### src/rtl/tdc_readout_if.sv
// Signal bundle between the TDC controller/counter side and the readout stage.
// The master modport belongs to the upstream side. The slave modport belongs to the readout.
interface tdc_readout_if #(
  parameter int COUNTER_BITS = 8
);
  logic                    running;
  logic [COUNTER_BITS-1:0] count_in;
  logic                    rd_start;
  logic                    valid;
  logic                    busy;
  logic                    sframe;
  logic                    sdo;
  logic                    done;
  logic                    ovf;
  logic                    lost;
  logic [1:0]              dbg_state;

  modport master (
    output running, count_in, rd_start,
    input  valid, busy, sframe, sdo, done, ovf, lost, dbg_state
  );

  modport slave (
    input  running, count_in, rd_start,
    output valid, busy, sframe, sdo, done, ovf, lost, dbg_state
  );
endinterface

### src/rtl/tdc_readout.sv
// TDC result stage: captures count_in when running falls, then shifts {ovf, lost, result} out MSB first.
// Define TDC_READOUT_PARITY_EN to append an even-parity trailing bit.
module tdc_readout #(
  parameter int COUNTER_BITS = 8,
  parameter int BIT_DIV      = 2
) (
  input  logic          clk,
  input  logic          rst,
  tdc_readout_if.slave  io
);

`ifdef TDC_READOUT_PARITY_EN
  localparam int F = COUNTER_BITS + 3;
`else
  localparam int F = COUNTER_BITS + 2;
`endif
  localparam int CW = $clog2(F + 1);
  localparam int DW = (BIT_DIV > 1) ? $clog2(BIT_DIV) : 1;
  localparam logic [CW-1:0] BIT_LAST = CW'(F - 1);
  localparam logic [DW-1:0] DIV_LAST = DW'(BIT_DIV - 1);

  typedef enum logic [1:0] {
    S_IDLE  = 2'd0,
    S_HOLD  = 2'd1,
    S_SHIFT = 2'd2
  } state_t;

  state_t                  state_q, state_d;
  logic                    running_q, running_d;
  logic [COUNTER_BITS-1:0] result_q, result_d;
  logic [F-1:0]            shreg_q, shreg_d;
  logic [DW-1:0]           div_q, div_d;
  logic [CW-1:0]           bitcnt_q, bitcnt_d;
  logic                    valid_q, valid_d;
  logic                    busy_q, busy_d;
  logic                    sframe_q, sframe_d;
  logic                    sdo_q, sdo_d;
  logic                    done_q, done_d;
  logic                    ovf_q, ovf_d;
  logic                    lost_q, lost_d;
  logic                    capture;
  logic [F-1:0]            frame_w;

  assign capture = running_q & ~io.running;

`ifdef TDC_READOUT_PARITY_EN
  assign frame_w = {ovf_q, lost_q, result_q, ^{ovf_q, lost_q, result_q}};
`else
  assign frame_w = {ovf_q, lost_q, result_q};
`endif

  // Handshake: rd_start is a one-cycle request that is honoured only in HOLD
  // with no capture on the same edge. Otherwise it is dropped. done pulses once after the last bit.
  always_comb begin
    state_d   = state_q;
    running_d = io.running;
    result_d  = result_q;
    shreg_d   = shreg_q;
    div_d     = div_q;
    bitcnt_d  = bitcnt_q;
    valid_d   = valid_q;
    busy_d    = busy_q;
    sframe_d  = sframe_q;
    sdo_d     = sdo_q;
    done_d    = 1'b0;
    ovf_d     = ovf_q;
    lost_d    = lost_q;
    case (state_q)
      S_IDLE: begin
        if (capture) begin
          result_d = io.count_in;
          ovf_d    = &io.count_in;
          valid_d  = 1'b1;
          state_d  = S_HOLD;
        end
      end
      S_HOLD: begin
        if (capture) begin
          result_d = io.count_in;
          ovf_d    = &io.count_in;
          lost_d   = 1'b1;
        end else if (io.rd_start) begin
          shreg_d  = frame_w;
          sdo_d    = frame_w[F-1];
          lost_d   = 1'b0;
          sframe_d = 1'b1;
          busy_d   = 1'b1;
          div_d    = '0;
          bitcnt_d = '0;
          state_d  = S_SHIFT;
        end
      end
      S_SHIFT: begin
        // A sample arriving mid-frame is discarded; only the loss is recorded.
        if (capture) lost_d = 1'b1;
        if (div_q == DIV_LAST) begin
          div_d = '0;
          if (bitcnt_q == BIT_LAST) begin
            shreg_d  = '0;
            bitcnt_d = '0;
            sdo_d    = 1'b0;
            sframe_d = 1'b0;
            busy_d   = 1'b0;
            valid_d  = 1'b0;
            ovf_d    = 1'b0;
            done_d   = 1'b1;
            state_d  = S_IDLE;
          end else begin
            shreg_d  = shreg_q << 1;
            sdo_d    = shreg_q[F-2];
            bitcnt_d = bitcnt_q + CW'(1);
          end
        end else begin
          div_d = div_q + DW'(1);
        end
      end
      default: state_d = S_IDLE;
    endcase
  end

  always_ff @(posedge clk or posedge rst) begin
    if (rst) begin
      state_q   <= S_IDLE;
      running_q <= 1'b0;
      result_q  <= '0;
      shreg_q   <= '0;
      div_q     <= '0;
      bitcnt_q  <= '0;
      valid_q   <= 1'b0;
      busy_q    <= 1'b0;
      sframe_q  <= 1'b0;
      sdo_q     <= 1'b0;
      done_q    <= 1'b0;
      ovf_q     <= 1'b0;
      lost_q    <= 1'b0;
    end else begin
      state_q   <= state_d;
      running_q <= running_d;
      result_q  <= result_d;
      shreg_q   <= shreg_d;
      div_q     <= div_d;
      bitcnt_q  <= bitcnt_d;
      valid_q   <= valid_d;
      busy_q    <= busy_d;
      sframe_q  <= sframe_d;
      sdo_q     <= sdo_d;
      done_q    <= done_d;
      ovf_q     <= ovf_d;
      lost_q    <= lost_d;
    end
  end

  assign io.valid     = valid_q;
  assign io.busy      = busy_q;
  assign io.sframe    = sframe_q;
  assign io.sdo       = sdo_q;
  assign io.done      = done_q;
  assign io.ovf       = ovf_q;
  assign io.lost      = lost_q;
  assign io.dbg_state = state_q;

endmodule

### src/flat_wrapper.sv
// flat-port wrapper written by rule: the top's interface ports become plain ports
module tdc_readout_flat 
#(
  parameter int COUNTER_BITS = 8,
  parameter int BIT_DIV      = 2
)
  (clk, rst, io_running, io_count_in, io_rd_start, io_valid, io_busy, io_sframe, io_sdo, io_done, io_ovf, io_lost, io_dbg_state);
  tdc_readout_if #(.COUNTER_BITS(COUNTER_BITS)) io_i ();
  input  logic clk;
  input  logic rst;
  input wire logic [$bits(io_i.running)-1:0] io_running;
  input wire logic [$bits(io_i.count_in)-1:0] io_count_in;
  input wire logic [$bits(io_i.rd_start)-1:0] io_rd_start;
  output wire logic [$bits(io_i.valid)-1:0] io_valid;
  output wire logic [$bits(io_i.busy)-1:0] io_busy;
  output wire logic [$bits(io_i.sframe)-1:0] io_sframe;
  output wire logic [$bits(io_i.sdo)-1:0] io_sdo;
  output wire logic [$bits(io_i.done)-1:0] io_done;
  output wire logic [$bits(io_i.ovf)-1:0] io_ovf;
  output wire logic [$bits(io_i.lost)-1:0] io_lost;
  output wire logic [$bits(io_i.dbg_state)-1:0] io_dbg_state;
  assign io_i.running = io_running;
  assign io_i.count_in = io_count_in;
  assign io_i.rd_start = io_rd_start;
  assign io_valid = io_i.valid;
  assign io_busy = io_i.busy;
  assign io_sframe = io_i.sframe;
  assign io_sdo = io_i.sdo;
  assign io_done = io_i.done;
  assign io_ovf = io_i.ovf;
  assign io_lost = io_i.lost;
  assign io_dbg_state = io_i.dbg_state;
  tdc_readout #(.COUNTER_BITS(COUNTER_BITS), .BIT_DIV(BIT_DIV)) u_core (.clk(clk), .rst(rst), .io(io_i));
endmodule
### config.mk
export PLATFORM = sky130hd
export DESIGN_NAME = tdc_readout_flat
export DESIGN_NICKNAME = d
export VERILOG_FILES = /design/src/rtl/tdc_readout_if.sv /design/src/rtl/tdc_readout.sv /design/src/flat_wrapper.sv
export SDC_FILE = /design/constraint.sdc
export NUM_CORES = 1
export LEC_CHECK = 0
export BUFFER_PORTS_ARGS = -buffer_cell sky130_fd_sc_hd__clkbuf_2
export CORE_MARGIN = 2
export CORE_UTILIZATION = 51
export CTS_CLUSTER_SIZE = 24
export DETAILED_ROUTE_END_ITERATION = 10
export PLACE_DENSITY = 0.72
export SLEW_MARGIN = 40
export SYNTH_ARGS = -nofsm -noshare
export SYNTH_HDL_FRONTEND = slang
export SYNTH_SLANG_ARGS = --single-unit
### constraint.sdc
create_clock -name clk -period 3.8 [get_ports clk]
set_input_delay 1.14 -clock clk [delete_from_list [all_inputs] [get_ports clk]]
set_output_delay 1.14 -clock clk [all_outputs]
set_load 0.02 [all_outputs]
# [Yosys cells after proc, flatten, opt, wreduce, memory -nomap -nowiden]
# Index checks and enable logic that the tools add are counted.
[word_totals] regBits=31 in_bits=12 wordCells=80
[op_classes] add_sub_neg=2 eq_ne=11 muxes=39 bitwise=2 n_reduce_logical=14
[op_table] operator="$mux W9" count=4
[op_table] operator="$pmux W9 S2" count=1
[op_table] operator="$mux W1" count=17
[op_table] operator="$mux W4" count=4
[op_table] operator="$pmux W1 S2" count=6
[op_table] operator="$reduce_and A4 Y1" count=3
[op_table] operator="$mux W2" count=5
[op_table] operator="$ne A2 B1 Y1 const B" count=5
[op_table] operator="$reduce_and A5 Y1" count=2
[op_table] operator="$pmux W4 S2" count=1
[op_table] operator="$reduce_and A8 Y1" count=1
[op_table] operator="$pmux W2 S3" count=1
[op_table] operator="$reduce_and A3 Y1" count=2
[op_table] operator="$reduce_bool A2 Y1" count=3
[op_table] operator="$add A4 B1 Y4 const B" count=1
[op_table] operator="$eq A4 B4 Y1 const B" count=1
[op_table] operator="$ne A2 B2 Y1 const B" count=2
[op_table] operator="$ne A3 B2 Y1 const B" count=1
[op_table] operator="$eq A2 B1 Y1 const B" count=1
[op_table] operator="$eq A2 B2 Y1 const B" count=1
[op_table] operator="$logic_not A2 Y1" count=1
[op_table] operator="$reduce_and A2 Y1" count=1
[op_table] operator="$reduce_or A2 Y1" count=1
[op_table] operator="$add A1 B1 Y1 const B" count=1
[op_table] operator="other kinds (2)" count=2

# [Depth between registers and ports, before layout]
# Gate-level depths: netlist of the first run.
[logic_depth] word_depth=4 mapped_depth=7 ltp_nobuf=6

# [Worst setup path before layout of the first run]
# OpenSTA, ideal clock, no wires.
[synth_timing] path_type="input port to flip-flop" startpoint="input port io_running" endpoint="register u_core.sdo_q, in the netlist u_core.io.sdo" arrival_ns=1.991 required_time_ns=3.675 slack_ns=1.684 path_stages=4 path_buffers=0 cell_sequence="nand2b_4 -> a21boi_4 -> nor2_8 -> mux2_4"
[synth_via] elab_chain_cells=4
[synth_lines] item="start: declaration" line="flat_wrapper.sv:11" text="input wire logic [$bits(io_i.running)-1:0] io_running;"
[synth_lines] item="$not A1 Y1" line="tdc_readout.sv:44" text="assign capture = running_q & ~io.running;"
[synth_lines] item="$and A1 B1 Y1" line="tdc_readout.sv:44"
[synth_lines] item="$ne A2 B2 Y1 (no line)"
[synth_lines] item="$reduce_and A4 Y1 (no line)"
[synth_lines] item="end signal: assignment" line="tdc_readout.sv:146" text="sdo_q <= sdo_d;"
[synth_lines] item="end: declaration" line="tdc_readout.sv:37" text="logic sdo_q, sdo_d;"
# No other way between the ends.
# A chain may end at the register's enable or synchronous reset.

# [Worst setup path after layout of the first run]
[layout_timing] startpoint="register u_core.state_q[0], in the netlist u_core.io.dbg_state[0]" endpoint="register u_core.shreg_q[1]"
[layout_via] elab_chain_cells=3 elab_cells_between_ends=8 cone_classes="5 x eq/ne; 1 x mux; 2 x reduce/logical"
[layout_lines] item="start: declaration" line="tdc_readout.sv:28" text="state_t state_q, state_d;"
[layout_lines] item="start signal: assignment" line="tdc_readout.sv:137" text="state_q <= state_d;"
[layout_lines] item="$eq A2 B2 Y1 / $eq A2 B1 Y1 (equally long branches)" line="tdc_readout.sv:68" text="case (state_q)"
[layout_lines] item="$ne A2 B1 Y1 (no line), or another cell as far along"
[layout_lines] item="$reduce_and A4 Y1 (no line)"
[layout_lines] item="end signal: assignment" line="tdc_readout.sv:140" text="shreg_q <= shreg_d;"
[layout_lines] item="end: declaration" line="tdc_readout.sv:31" text="logic [F-1:0] shreg_q, shreg_d;"
# Several ways; a longest one is shown, not always the timed one.

==> key figures, run 1 <==
Status
  • Status: completed

Finish
  • # diodes: 0
  • Final Instance Area: 1810 um2
  • Fill cell count: 249
  • Most frequent cells in the layout: dfrtp_1, clkbuf_2, a22o_1
  • Layout Area Growth over Synthesis: 12.9%
  • Nets: 166
  • Commonest non-fill, non-tap cell in the layout: dfrtp_1
  • Layout cell share with drive strength beyond 1: 36.2%

Yosys
  • Top cell type's share of synthesized area: 48.5%
  • EDFF count, synth: 0
  • Syn Area/Cell: 12.8 um2
  • Seq cells post-synth: 31
  • Register area share after synthesis: 48.5%
  • Mapped Cells: 125
  • Most used DFF post-synth: dfrtp_1
  • Yosys cell types: 43
  • Syn nets: 143
  • Largest cells by area after synthesis: dfrtp_1, mux2_4, mux2_2
  • Synthesized cell area: 1600 um2
  • Yosys top cell by area: dfrtp_1
  • YS warnings: 0
  • Post-synth ARST share: 100%

Placed design
  • Port bufs: 20
  • DP Area: 1720 um2
  • Final HPWL DP: 2180 um
  • RePlAce Congestion: 0.801

Clock tree
  • Clock root cell: clkbuf_4
  • # hold bufs at CTS: 0
  • Clock transition at path regs: 0.10 ns
  • Skew-Pair Late Insertion Delay: 0.33 ns
  • CTS buffer count: 5
  • Postcts setup bufs: 0
  • CTS tree: done
  • CTS H-Tree Depth: 2
  • Num Clock Sinks: 31
  • CTS Buffer Depth: 2
  • Post_cts resized: 0

Routing
  • Met1 Wirelength: 1420 um
  • Router iterations before antenna repair: 4
  • Antenna-violating nets left: 0
  • Wire per inst: 15.4 um
  • Vias: 1093
  • WL final: 2980 um
  • Met2 wire len: 1400 um
  • WL met3: 112 um
  • DRC: 0
  • Vias per std cell: 5.66
  • Max layer used: met4
  • Iteration-0 DRC Markers: 26

Global routing
  • GRT overflow: 0
  • Largest net degree at the start of global routing: 32
  • Antenna violations before repair: 0
  • Vias in the first global route: 966
  • Global-route wire length before repair: 4890 um
  • GRT Total Usage: 19.4%

Timing
  • Shortest period the worst path allows: 2.13 ns
  • Period utilization: 56.0%
  • Slew Viols, Final: 0
  • Worst rel slew slack: 51.6%
  • Final setup fails: 0
  • Sum Neg Setup Slack: 0 ns
  • Max Fclk: 470 MHz
  • Hold WS: 0.514 ns
  • Layout Skew: 0.00469 ns
  • Fin. Hold Viols: 0
  • Least-Margin Pin Slew: 0.724 ns
  • RSZ-0062 raised after global routing: no

Hold path
  • Min-Delay Path Class: register to register
  • Hold Path Depth: 1

Flow run
  • Max cap viols: 0

Power and ir drop
  • PwrDens: 765 nW/um2
  • Design Power: 1.38 mW
  • VDD IR max: 344 uV
  • Lkg Pwr: 0.835 nW

Worst setup path
  • CP Capture Point: u_core.shreg_q[1]
  • R2r startpoint: u_core.io.dbg_state[0]
  • CP Class: register to register
  • Worst-path cell chain: inv_1, ha_1, inv_2, nor2_1, a22o_1, mux2_4
  • FF-to-FF End: u_core.shreg_q[1]
  • Slowest cell on crit path: nor2_1
  • Critical path arrival: 2.40 ns
  • Worst path top cell family by delay: simple AND/OR/NAND/NOR gates
  • Worst reg2reg path depth: 6
  • Critical Path Start Type: register
  • Setup crit start: u_core.io.dbg_state[0]
  • CP max FO: 13
  • Critical Path RT: 4.08 ns
  • R2R setup slack: 1.67 ns
  • Levels on crit path: 6
  • WP buf/inv: 2
  • CP max stage delay: 0.60 ns
  • CP Capture Type: register

Die
  • Ports: 21
  • Num rows: 20
  • Die area: 3600 um2
  • Core Box Area: 3030 um2
  • Chip width: 60.0 um
  • Die height: 60.0 um
  • Starting Density: 52.9%
## per-layer routing
metal	up-vias	track usage [%]
met5	-	0
met4	0	8.57
met3	5	5.19
met2	22	27.8
met1	550	27.6
li1	516	-
## cells in the mapped netlist, types with 2 or more instances
master and instances:
mux2_2 8, nand3b_1 4, nor2_1 3, mux2_4 9, a22o_1 10, o31ai_1 4
o21ai_1 5, buf_6 2, nand2_1 2, inv_1 4, nand3_1 2, mux2i_1 3
nor2b_1 2, o21ai_2 2, nand4_1 2, ha_1 6, dfrtp_1 31
## how the worst min path moves through the flow
stage / endpoint / slack, ns / startpoint
2_1_floorplan: u_core.div_q / 0.46 / u_core.div_q
3_3_place_gp: u_core.io.valid / 0.48 / u_core.io.valid
3_5_place_dp: u_core.shreg_q[0] / 0.49 / u_core.shreg_q[0]
4_1_cts: u_core.shreg_q[0] / 0.51 / u_core.shreg_q[0]
5_1_grt: u_core.shreg_q[0] / 0.54 / u_core.shreg_q[0]
6_report: u_core.shreg_q[0] / 0.51 / u_core.shreg_q[0]
## metrics by stage
| step | util (%) | cells | worst slack (ns) |
|---|---|---|---|
| after global routing | 59.7 | 193 | 1.51 |
| after CTS | 59.7 | 193 | 1.65 |
| final | 59.7 | 193 | 1.67 |
| after global placement | 56.8 | 185 | 1.52 |
| after floorplan | - | 125 | 1.68 |
| after detailed placement | 56.8 | 185 | 1.47 |
## state kept, by name (all words and copies together), names as in the netlist
| signal | cells |
|---|---|
| u_core.div_q | 1 |
| u_core.io.sdo | 1 |
| u_core.io.lost | 1 |
| u_core.result_q | 8 |
| u_core.shreg_q | 9 |
| u_core.bitcnt_q | 4 |
| u_core.io.valid | 1 |
| u_core.io.ovf | 1 |
| u_core.io.dbg_state | 2 |
| u_core.io.done | 1 |
| u_core.io.busy | 1 |
| u_core.running_q | 1 |
## final cells by class
type	count	area [um2]	area share, %
Clock buffer	6	51.3	2.84
Clock inverter	2	35.0	1.94
Inverter	5	18.8	1.04
Multi-Input combinational cell	85	771	42.7
Sequential cell	31	776	42.9
Tap cell	44	55.1	3.05
Timing Repair Buffer	20	100	5.54
## cell families (layout without fill, tap and decap cells)
kind of cell | count (synthesis) | count (layout) | share of synthesized area, %
DFF | 31 | 31 | 48.5
adders and majority gates | 6 | 6 | 4.69
AOI/OAI and AO/OA | 30 | 30 | 15.1
muxes | 20 | 20 | 16.0
and+or+nand+nor | 29 | 29 | 12.4
buffers and inverters | 9 | 33 | 3.36
## power by group
group / leakage, nW / internal, mW / total, mW / switching, mW
clock network: 0.0482 / 0.155 / 0.271 / 0.116
registers: 0.385 / 0.455 / 0.544 / 0.0890
logic: 0.402 / 0.302 / 0.567 / 0.265
No activity file was read; power rests on OpenSTA's default activity.
==> inputs of run 2 (changes only) <==
- ABC_AREA: default -> 1
- PLACE_DENSITY: 0.72 -> 0.74
- clock period: 3.8 -> 1.75 ns (I/O delays scaled with it)
==> key figures, run 2 <==
Status
  • Status: completed

Clock tree
  • Skew-Pair Late Insertion Delay: 0.35 ns (+0.02 ns)
  • Clock root cell: clkbuf_4
  • CTS buffer count: 5 (unchanged)
  • CTS tree: done
  • # hold bufs at CTS: 0 (unchanged)
  • CTS H-Tree Depth: 2 (unchanged)
  • CTS Buffer Depth: 2 (unchanged)
  • Num Clock Sinks: 31 (unchanged)
  • Clock transition at path regs: 0.10 ns (about the same)

Die
  • Die area: 3710 um2 (+3.0%)
  • Die height: 60.9 um (+1.5%)
  • Starting Density: 53.7% (+0.81 points)
  • Ports: 21 (unchanged)
  • Num rows: 20 (unchanged)
  • Core Box Area: 3080 um2 (+1.7%)
  • Chip width: 60.9 um (+1.5%)

Timing
  • Max Fclk: 632 MHz (+34%)
  • Fin. Hold Viols: 0 (unchanged)
  • RSZ-0062 raised after global routing: no
  • Sum Neg Setup Slack: 0 ns (unchanged)
  • Least-Margin Pin Slew: 0.517 ns (-0.207 ns)
  • Worst rel slew slack: 65.5% (+14 points)
  • Period utilization: 90.4% (+34 points)
  • Slew Viols, Final: 0 (unchanged)
  • Shortest period the worst path allows: 1.58 ns (-0.545 ns)
  • Final setup fails: 0 (unchanged)
  • Layout Skew: 0.00543 ns (+0.000745 ns)

Power and ir drop
  • PwrDens: 1640 nW/um2 (+110%)
  • VDD IR max: 880 uV (+160%)
  • Lkg Pwr: 1.04 nW (+24%)
  • Design Power: 3.09 mW (+120%)

Routing
  • Wire per inst: 11.5 um (-25%)
  • WL final: 3310 um (+11%)
  • Antenna-violating nets left: 0 (unchanged)
  • Iteration-0 DRC Markers: 86 (+230%)
  • Router iterations before antenna repair: 4 (unchanged)
  • Vias per std cell: 5.08 (-10%)
  • Vias: 1462 (+34%)
  • DRC: 0 (unchanged)

Worst setup path
  • CP Capture Type: register
  • Slowest cell on crit path: dfrtp_1
  • CP Class: register to register
  • Critical path arrival: 1.82 ns (-0.58 ns)
  • CP max stage delay: 0.42 ns (-0.18 ns)
  • Worst-path cell chain: inv_1, ha_1, nand2_1, nand2_2, a21oi_2, buf_4, nand2_1, o21ai_0
  • Critical Path Start Type: register
  • WP buf/inv: 2 (unchanged)
  • Critical Path RT: 1.99 ns (-2.09 ns)
  • CP max FO: 14 (+1)
  • Worst path top cell family by delay: flip-flops
  • Worst path most repeated cell: nand2_1

Finish
  • Layout cell share with drive strength beyond 1: 17.2% (-19 points)
  • Largest register FFs: 9 (unchanged)
  • Largest Register: u_core.shreg_q
  • Nets: 261 (+57%)
  • Final Instance Area: 1880 um2 (+3.9%)
  • Fin util: 61.0% (+1.3 points)
  • Top flop regs: u_core.shreg_q x9, u_core.result_q x8, u_core.bitcnt_q x4
  • Commonest non-fill, non-tap cell in the layout: nand2_1
  • Layout Area Growth over Synthesis: 13.6%
  • # diodes: 0 (unchanged)
  • Final non-filler cell total: 288 (+49%)
  • Most frequent cells in the layout: nand2_1, dfrtp_1, inv_1

Yosys
  • Syn nets: 237 (+66%)
  • Yosys cell types: 22 (-49%)
  • EDFF count, synth: 0 (unchanged)
  • Count leader, synth: nand2_1
  • Post-synth ARST share: 100% (unchanged)
  • Seq cells post-synth: 31 (unchanged)
  • Mapped Cells: 219 (+75%)
  • Most used DFF post-synth: dfrtp_1
  • Synthesized cell area: 1650 um2 (+3.2%)
  • Yosys top cell by area: dfrtp_1
  • Top post-synthesis cells by count: nand2_1, dfrtp_1, inv_1, nand3_1, o21ai_0
  • Top cell type's share of synthesized area: 47.0% (-1.5 points)
  • Largest cells by area after synthesis: dfrtp_1, nand2_1, nand3_1
  • YS warnings: 0 (unchanged)
  • Register area share after synthesis: 47.0% (-1.5 points)
  • Syn Area/Cell: 7.54 um2 (-41%)

Global routing
  • GRT overflow: 0 (unchanged)
  • GRT Total Usage: 20.6% (+1.2 points)
  • Antenna violations before repair: 0 (unchanged)
  • Largest net degree at the start of global routing: 32 (unchanged)
  • Vias in the first global route: 1286 (+33%)
  • Global-route wire length before repair: 5510 um (+13%)

Placed design
  • Final HPWL DP: 2420 um (+11%)
  • DP Area: 1790 um2 (+3.9%)
  • Dpl cells: 280 (+51%)
  • RePlAce Congestion: 0.932 (+16%)
  • Port bufs: 20 (unchanged)

Flow run
  • Max cap viols: 0 (unchanged)

Hold path
  • Min-Delay Path Class: primary input to async pin
run 2: cell count changes in the layout (fill, tap and decap cells not counted), moves of 9 or more:
cell / delta
nand2_1: +80
o21ai_0: +16
inv_1: +21
a22o_1: -10
nand3_1: +17
mux2_4: -9
nor2_1: +11
run 2: stage by stage:
| step | worst slack [ns] | hold WS, ns |
|---|---|---|
| 5_1_grt | 0.0367 | 0.245 |
| 3_5_place_dp | 0.114 | 0.470 |
| 4_1_cts | 0.0945 | 0.218 |
| 3_3_place_gp | 0.191 | 0.462 |
| 2_1_floorplan | 0.146 | 0.450 |
| 6_report | 0.168 | 0.208 |
run 2: worst paths after layout:
kind,startpoint,to,slack (ns),depth (start not counted)
hold reg to reg,u_core.shreg_q[6],u_core.shreg_q[6],0.49,2
setup / recovery,u_core.io.dbg_state[0],u_core.bitcnt_q[1],0.17,8
max in group asynchronous,rst,u_core.io.dbg_state[0],1.25,3
setup reg to reg,u_core.io.dbg_state[0],u_core.bitcnt_q[1],0.17,8
min in group clk,io_running,u_core.running_q,0.32,1
hold / removal,rst,u_core.result_q[5],0.21,3
run 2: routing by layer:
metal,share of wire [%],global-route usage [%]
met5,0,0
met4,2.3,13.0
met3,6.1,5.54
met2,45,30.3
met1,46,26.9
run 2: power by group:
group | switching [mW] | internal (mW)
logic | 0.869 | 0.455
clock network | 0.265 | 0.337
registers | 0.171 | 0.988
total | 1.31 | 1.78
run 2: cells by family (layout without fill, tap and decap cells):
logic type / after synthesis / in the layout / synth area share [%]
simple gates: 126 / 126 / 32.0
buf+inv: 32 / 57 / 8.64
flops: 31 / 31 / 47.0
compound gates: 24 / 24 / 7.80
fa+ha+maj: 6 / 6 / 4.55
run 2: final cells by class:
| cell class | instances | area, um2 |
|---|---|---|
| clock buffer | 6 | 51.3 |
| timing repair buffer | 24 | 130 |
| multi-input combinational | 156 | 736 |
| tap | 44 | 55.1 |
| inverter | 25 | 93.8 |
| clock inverter | 2 | 35.0 |
| fill | 289 | 1200 |
| sequential | 31 | 776 |
run 2: repair_timing:
action,CTS,global route
buffers inserted,0,0
setup endpoints to repair,0,9
gates resized for setup,0,1
run 2: worst register-to-register path, stage by stage (launching register included):
cell and delay (ns):
dfrtp_1 0.42, inv_1 0.15, ha_1 0.28, nand2_1 0.16
nand2_2 0.12, a21oi_2 0.04, buf_4 0.18, nand2_1 0.07
o21ai_0 0.08
